===== src/rtl/proc_mem_arbiter_if.sv =====
// proc_mem_arbiter_if
//   Bundles the three val/rdy buses around the arbiter: the processor
//   fetch port (imem*), the processor data port (dmem*), and the shared
//   single-ported memory (mem*).
//   modport slave  : the arbiter's view. It receives the imem/dmem
//                    requests and the memory responses. It drives the
//                    memory requests and the imem/dmem responses.
//   modport master : the environment's view (processor plus memory model).
interface proc_mem_arbiter_if;
  logic        imemreq_val;
  logic        imemreq_rdy;
  logic [31:0] imemreq_addr;
  logic        imemresp_val;
  logic [31:0] imemresp_data;

  logic        dmemreq_val;
  logic        dmemreq_rdy;
  logic        dmemreq_type;
  logic [31:0] dmemreq_addr;
  logic [31:0] dmemreq_wdata;
  logic        dmemresp_val;
  logic [31:0] dmemresp_data;

  logic        memreq_val;
  logic        memreq_rdy;
  logic        memreq_type;
  logic [31:0] memreq_addr;
  logic [31:0] memreq_wdata;
  logic        memresp_val;
  logic [31:0] memresp_data;

  modport slave (
    input  imemreq_val, imemreq_addr,
    output imemreq_rdy, imemresp_val, imemresp_data,
    input  dmemreq_val, dmemreq_type, dmemreq_addr, dmemreq_wdata,
    output dmemreq_rdy, dmemresp_val, dmemresp_data,
    output memreq_val, memreq_type, memreq_addr, memreq_wdata,
    input  memreq_rdy, memresp_val, memresp_data
  );

  modport master (
    output imemreq_val, imemreq_addr,
    input  imemreq_rdy, imemresp_val, imemresp_data,
    output dmemreq_val, dmemreq_type, dmemreq_addr, dmemreq_wdata,
    input  dmemreq_rdy, dmemresp_val, dmemresp_data,
    input  memreq_val, memreq_type, memreq_addr, memreq_wdata,
    output memreq_rdy, memresp_val, memresp_data
  );
endinterface


===== src/rtl/proc_mem_arbiter.sv =====
// proc_mem_arbiter
//   Shares one single-ported memory between the core's fetch port (imem)
//   and data port (dmem). Only one transaction is outstanding at a time.
//   The data port wins by default. After STARVE_LIMIT consecutive dmem
//   grants taken while a fetch was waiting, the fetch gets one forced grant.
//   Ports:
//     clk  - clock
//     rst  - synchronous, active-low reset
//     bus  - proc_mem_arbiter_if.slave (imem, dmem and memory buses)
module proc_mem_arbiter #(
  parameter int STARVE_LIMIT = 4
) (
  input  logic                  clk,
  input  logic                  rst,
  proc_mem_arbiter_if.slave     bus
);

  localparam logic [3:0] LIMIT = 4'(STARVE_LIMIT);

  typedef enum logic [1:0] {IDLE, HOLD, WAIT} state_t;

  state_t     state_reg, state_next;
  logic       owner_reg, owner_next;      // 1 = dmem owns the transaction
  logic [3:0] starve_reg, starve_next;

  logic        sel_dmem;
  logic        req_active;
  logic        req_val;
  logic        req_type;
  logic [31:0] req_addr;
  logic [31:0] req_wdata;
  logic        irdy, drdy;
  logic        iresp_val, dresp_val;
  logic        fire;

  always_ff @(posedge clk) begin
    if (!rst) begin
      state_reg  <= IDLE;
      owner_reg  <= 1'b0;
      starve_reg <= 4'd0;
    end else begin
      state_reg  <= state_next;
      owner_reg  <= owner_next;
      starve_reg <= starve_next;
    end
  end

  always_comb begin
    state_next  = state_reg;
    owner_next  = owner_reg;
    starve_next = starve_reg;
    sel_dmem    = owner_reg;
    req_active  = 1'b0;
    req_val     = 1'b0;
    req_type    = 1'b0;
    req_addr    = 32'd0;
    req_wdata   = 32'd0;
    irdy        = 1'b0;
    drdy        = 1'b0;
    iresp_val   = 1'b0;
    dresp_val   = 1'b0;
    fire        = 1'b0;

    // While in reset every handshake output stays low.
    if (rst) begin
      case (state_reg)
        IDLE: begin
          if (bus.imemreq_val || bus.dmemreq_val) begin
            // Forced fetch grant only when the counter has saturated.
            sel_dmem   = bus.dmemreq_val &&
                         !((starve_reg == LIMIT) && bus.imemreq_val);
            req_active = 1'b1;
            req_val    = 1'b1;
            owner_next = sel_dmem;
            state_next = bus.memreq_rdy ? WAIT : HOLD;
          end
        end
        HOLD: begin
          // Locked to the owner; a later higher-priority arrival waits.
          sel_dmem   = owner_reg;
          req_active = 1'b1;
          req_val    = owner_reg ? bus.dmemreq_val : bus.imemreq_val;
          if (req_val && bus.memreq_rdy) state_next = WAIT;
        end
        WAIT: begin
          // Responses seen in IDLE/HOLD are spurious and ignored by
          // construction, since only this state forwards them.
          if (bus.memresp_val) begin
            iresp_val  = !owner_reg;
            dresp_val  = owner_reg;
            state_next = IDLE;
          end
        end
        default: state_next = IDLE;
      endcase

      if (req_active) begin
        if (sel_dmem) begin
          req_type  = bus.dmemreq_type;
          req_addr  = bus.dmemreq_addr;
          req_wdata = bus.dmemreq_wdata;
          drdy      = bus.memreq_rdy;
        end else begin
          req_addr  = bus.imemreq_addr;
          irdy      = bus.memreq_rdy;
        end
      end

      fire = req_val && bus.memreq_rdy;
      if (fire) begin
        if (sel_dmem && bus.imemreq_val)
          starve_next = (starve_reg >= LIMIT) ? LIMIT : starve_reg + 4'd1;
        else
          starve_next = 4'd0;
      end
    end
  end

  assign bus.memreq_val    = req_val;
  assign bus.memreq_type   = req_type;
  assign bus.memreq_addr   = req_addr;
  assign bus.memreq_wdata  = req_wdata;
  assign bus.imemreq_rdy   = irdy;
  assign bus.dmemreq_rdy   = drdy;
  assign bus.imemresp_val  = iresp_val;
  assign bus.dmemresp_val  = dresp_val;
  // Data is a pass-through; the val bits qualify it.
  assign bus.imemresp_data = bus.memresp_data;
  assign bus.dmemresp_data = bus.memresp_data;

endmodule


===== src/flat_wrapper.sv =====
// flat-port wrapper written by rule: the top's interface ports become plain ports
module proc_mem_arbiter_flat 
#(
  parameter int STARVE_LIMIT = 4
)
  (clk, rst, bus_imemreq_val, bus_imemreq_addr, bus_imemreq_rdy, bus_imemresp_val, bus_imemresp_data, bus_dmemreq_val, bus_dmemreq_type, bus_dmemreq_addr, bus_dmemreq_wdata, bus_dmemreq_rdy, bus_dmemresp_val, bus_dmemresp_data, bus_memreq_val, bus_memreq_type, bus_memreq_addr, bus_memreq_wdata, bus_memreq_rdy, bus_memresp_val, bus_memresp_data);
  proc_mem_arbiter_if bus_i ();
  input  logic clk;
  input  logic rst;
  input wire logic [$bits(bus_i.imemreq_val)-1:0] bus_imemreq_val;
  input wire logic [$bits(bus_i.imemreq_addr)-1:0] bus_imemreq_addr;
  output wire logic [$bits(bus_i.imemreq_rdy)-1:0] bus_imemreq_rdy;
  output wire logic [$bits(bus_i.imemresp_val)-1:0] bus_imemresp_val;
  output wire logic [$bits(bus_i.imemresp_data)-1:0] bus_imemresp_data;
  input wire logic [$bits(bus_i.dmemreq_val)-1:0] bus_dmemreq_val;
  input wire logic [$bits(bus_i.dmemreq_type)-1:0] bus_dmemreq_type;
  input wire logic [$bits(bus_i.dmemreq_addr)-1:0] bus_dmemreq_addr;
  input wire logic [$bits(bus_i.dmemreq_wdata)-1:0] bus_dmemreq_wdata;
  output wire logic [$bits(bus_i.dmemreq_rdy)-1:0] bus_dmemreq_rdy;
  output wire logic [$bits(bus_i.dmemresp_val)-1:0] bus_dmemresp_val;
  output wire logic [$bits(bus_i.dmemresp_data)-1:0] bus_dmemresp_data;
  output wire logic [$bits(bus_i.memreq_val)-1:0] bus_memreq_val;
  output wire logic [$bits(bus_i.memreq_type)-1:0] bus_memreq_type;
  output wire logic [$bits(bus_i.memreq_addr)-1:0] bus_memreq_addr;
  output wire logic [$bits(bus_i.memreq_wdata)-1:0] bus_memreq_wdata;
  input wire logic [$bits(bus_i.memreq_rdy)-1:0] bus_memreq_rdy;
  input wire logic [$bits(bus_i.memresp_val)-1:0] bus_memresp_val;
  input wire logic [$bits(bus_i.memresp_data)-1:0] bus_memresp_data;
  assign bus_i.imemreq_val = bus_imemreq_val;
  assign bus_i.imemreq_addr = bus_imemreq_addr;
  assign bus_imemreq_rdy = bus_i.imemreq_rdy;
  assign bus_imemresp_val = bus_i.imemresp_val;
  assign bus_imemresp_data = bus_i.imemresp_data;
  assign bus_i.dmemreq_val = bus_dmemreq_val;
  assign bus_i.dmemreq_type = bus_dmemreq_type;
  assign bus_i.dmemreq_addr = bus_dmemreq_addr;
  assign bus_i.dmemreq_wdata = bus_dmemreq_wdata;
  assign bus_dmemreq_rdy = bus_i.dmemreq_rdy;
  assign bus_dmemresp_val = bus_i.dmemresp_val;
  assign bus_dmemresp_data = bus_i.dmemresp_data;
  assign bus_memreq_val = bus_i.memreq_val;
  assign bus_memreq_type = bus_i.memreq_type;
  assign bus_memreq_addr = bus_i.memreq_addr;
  assign bus_memreq_wdata = bus_i.memreq_wdata;
  assign bus_i.memreq_rdy = bus_memreq_rdy;
  assign bus_i.memresp_val = bus_memresp_val;
  assign bus_i.memresp_data = bus_memresp_data;
  proc_mem_arbiter #(.STARVE_LIMIT(STARVE_LIMIT)) u_core (.clk(clk), .rst(rst), .bus(bus_i));
endmodule

===== config.mk =====
export PLATFORM = sky130hd
export DESIGN_NAME = proc_mem_arbiter_flat
export DESIGN_NICKNAME = d
export VERILOG_FILES = /design/src/rtl/proc_mem_arbiter_if.sv /design/src/rtl/proc_mem_arbiter.sv /design/src/flat_wrapper.sv
export SDC_FILE = /design/constraint.sdc
export NUM_CORES = 1
export LEC_CHECK = 0
export ABC_AREA = 1
export CORE_AREA = 2 2 103 105
export CTS_BUF_LIST = sky130_fd_sc_hd__clkbuf_4
export DETAILED_ROUTE_END_ITERATION = 10
export DIE_AREA = 0 0 105 107
export GPL_TIMING_DRIVEN = 0
export PLACE_DENSITY = 0.66
export SLEW_MARGIN = 20
export SYNTH_ARGS = -nofsm -noshare
export SYNTH_HDL_FRONTEND = slang
export SYNTH_SLANG_ARGS = --single-unit

===== constraint.sdc =====
create_clock -name clk -period 4.25 [get_ports clk]
set_clock_uncertainty 0.2 [all_clocks]
set_input_delay 1.0625 -clock clk [delete_from_list [all_inputs] [get_ports clk]]
set_output_delay 1.0625 -clock clk [all_outputs]
set_load 0.005 [all_outputs]

==> results.toml <==
[synthesis]
seq_area_frac_synth_pct = 7.40
ys_types = 22
synth_fp_nets = 459
synth_warnings = 0
synthMuxAreaShare_pct = 0
netlist_instances = 322
synth.cell_area_um2 = 1890
yosys.area.top_type_share_pct = 26.6
synthXorXnorAreaFrac_pct = 0
synth_top_family_by_area = "simple AND/OR/NAND/NOR gates"
synth.avg_cell_area_um2 = 5.88
yosys.area_share.adder_pct = 1.32
yosys.area.top_type = "buf_4"
synth-simple-area-share_pct = 52.2
synth_compound_area_share_pct = 2.12
ys_ff_latch = 7
synth_top_cells_by_area = "buf_4 27%, nor2_1 21%, nor3_2 15%"

[floorplanning]
die_y_um = 107
dieWidth_um = 105
core_um2 = 10100
pin_count = 269
initial_core_util_pct = 18.8
rows = 37
die_area_um2 = 11200

[min_path]
hold-path-endpoint = "u_core.starve_reg[3]$_SDFFE_PN0P_"
min_from = "u_core.starve_reg[3]$_SDFFE_PN0P_"
hold_depth = 2
min_path_type = "flop to flop"

[sta]
min_period_ps = 4010
fin_crit_sh_pct = 94.4
final.setup.tns_ps = 0
holdWs_ps = 266
setup_viol = 0
fmax_mhz = 249
rsz0062_at_grt = "false"
worstMarginPinSlew_ps = 304
hold_viol = 0
maxSlewViolCount = 0
relSlewSlack_pct = 79.7

[cells_and_area]
layout.cells.non_filler = 707
largest_register_ffs = 4
final_cell_mix = "208 x clkdlybuf4s50_1, 108 x nor2_1, 76 x buf_4, 55 x nand2_1, 28 x nor3_2"
nFillCells = 1041
multi_input_area_um2 = 1070
syn2layout_area_growth_pct = 143
post-route-util_pct = 45.6
drive_above_1_share_pct = 22.9
layout_commonest_cell = "clkdlybuf4s50_1"
regArea_um2 = 140
diodes = 0
fin_nets = 709

[run]
maxCapViolations = 0

[global_routing]
grt_antenna_before_repair = 0
grtUsageTotal_pct = 14.4
grt_max_degree = 11
overflow = 0
first_global_vias = 2621
grt_first_pass_wirelength_um = 13300

[cts]
worst_skew_pair.late_latency_ps = 260
clockBufferDepth = 2
cts_buffers = 3
cts_sinks = 7
cts_root_buf = "clkbuf_4"
clkSlewWorstSetupHoldPaths_ps = 60
htreeDepth = 1
cts_tree = "yes"

[critical_path]
critPathCaptureType = "output port"
crit_required_ps = 2990
crit_chain = "clkdlybuf4s50_1 -> o21ai_4 -> buf_8 -> buf_6 -> nor2_1 -> clkdlybuf4s50_1"
reg2reg_depth = 13
crit_path_top_delay_cell = "clkdlybuf4s50_1"
cpMostUsedCell = "clkdlybuf4s50_1"
crit_type = "input port to output port"
rrSetupSlack_ps = 2480
cpPeakStageDelay_ps = 600
arrival_ps = 2750
cp_max_fo = 10
cp-start-kind = "input port"
reg2reg_to = "u_core.starve_reg[1]$_SDFFE_PN0P_"
rr_startpoint = "u_core.starve_reg[0]$_SDFFE_PN0P_"

[routing]
detail-route-antenna-nets = 0
viasPerCell = 3.90
first_pass_iters = 4
wire_per_inst_um = 12.6
routed_wirelength_um = 8940
via_count = 2757
remaining_drc_errors = 0
initialDrtViolationCount = 136

[power]
p_sw_share_pct = 36.1
sequentialPowerShare_pct = 10.3
p_total_uw = 740
p_sw_uw = 267
p_leak_nw = 2.23
p_clk_share_pct = 9.7
p_int_uw = 473
ir_drop_v = 0.000106
combPwrFrac_pct = 80.0
power.density_nw_per_um2 = 161

[placement]
placedCellCount = 694
io_buffers = 236
place_congestion = 0.767
hpwl_um = 7620

[status]
status = "complete, no violations"
-- how the worst max path moves through the flow --
stage	from	end
detailed placement	bus_imemreq_val	bus_memreq_addr[11]
CTS	bus_dmemreq_val	bus_memreq_addr[11]
global route	bus_imemreq_val	bus_memreq_addr[7]
global placement	bus_imemreq_val	bus_memreq_addr[11]
finish	rst	bus_memreq_wdata[6]
floorplan	bus_dmemreq_val	bus_memreq_wdata[21]
-- worst max-delay path: cells and delay by family --
kind	cells	cell delay [ps]
buf+inv	4	1420
simple gates	1	120
compound gates	1	130
-- repair_timing --
item / in CTS / in global routing
setup buffers: 4 / 5
gates cloned: 0 / 0
endpoints found under the setup margin: 67 / 57
hold buffers: 0 / 0
pin swaps: 1 / 1
gates resized for setup: 16 / 24
-- layout make-up --
class,count,share of cell area [%]
multi-input combinational,216,23.4
timing repair buffer,245,53.5
sequential,7,3.05
inverter,18,1.58
buffer,81,14.2
clock buffer,4,0.653
tap,136,3.70
-- Yosys cell counts --
library cell	instances
dfxtp_1	7
ha_1	2
nand2_1	55
or2_2	1
a21oi_1	2
buf_4	67
a22oi_1	1
nor2_1	108
buf_2	5
inv_4	1
o21ai_0	1
o21ai_2	1
nor4_1	1
nand2_4	1
a21oi_2	1
inv_1	15
nand3_1	4
buf_6	9
nor3_2	28
inv_2	2
nand2_2	2
nor3_1	8
-- layer usage --
| layer | part of all wire, % | wire length [um] | up-vias | GRT usage (%) |
|---|---|---|---|---|
| met1 | 39 | 3490 | 1213 | 16.1 |
| met2 | 55 | 4920 | 123 | 29.2 |
| met4 | 0.26 | 23 | 0 | 1.14 |
| li1 | - | - | 1418 | - |
| met3 | 5.7 | 508 | 3 | 2.37 |
| met5 | 0 | 0 | - | 0 |
-- stage by stage --
step	worst slack (ps)	cell area (um^2)
6_report	239	4600
5_1_grt	108	4600
4_1_cts	0.962	4490
3_5_place_dp	-118	4430
3_3_place_gp	-97.8	4430
2_1_floorplan	1150	1890
-- power groups by stage --
stage / Sequential (mW) / Combinational [mW] / Clock [mW]
floorplan: 0.0762 / 0.270 / 0
CTS: 0.0758 / 0.590 / 0.0723
finish: 0.0764 / 0.592 / 0.0716
detailed placement: 0.0773 / 0.581 / 0
global route: 0.0772 / 0.645 / 0.0767
global placement: 0.0770 / 0.572 / 0
-- kinds of logic (layout without fill, tap and decap cells) --
kind of cell               after synthesis  in the layout
and+or+nand+nor                        208            208
buffers and inverters                   99            348
DFF                                      7              7
AOI/OAI and AO/OA                        6              6
adders and majority gates                2              2
Power figures use the tool's default switching activity.
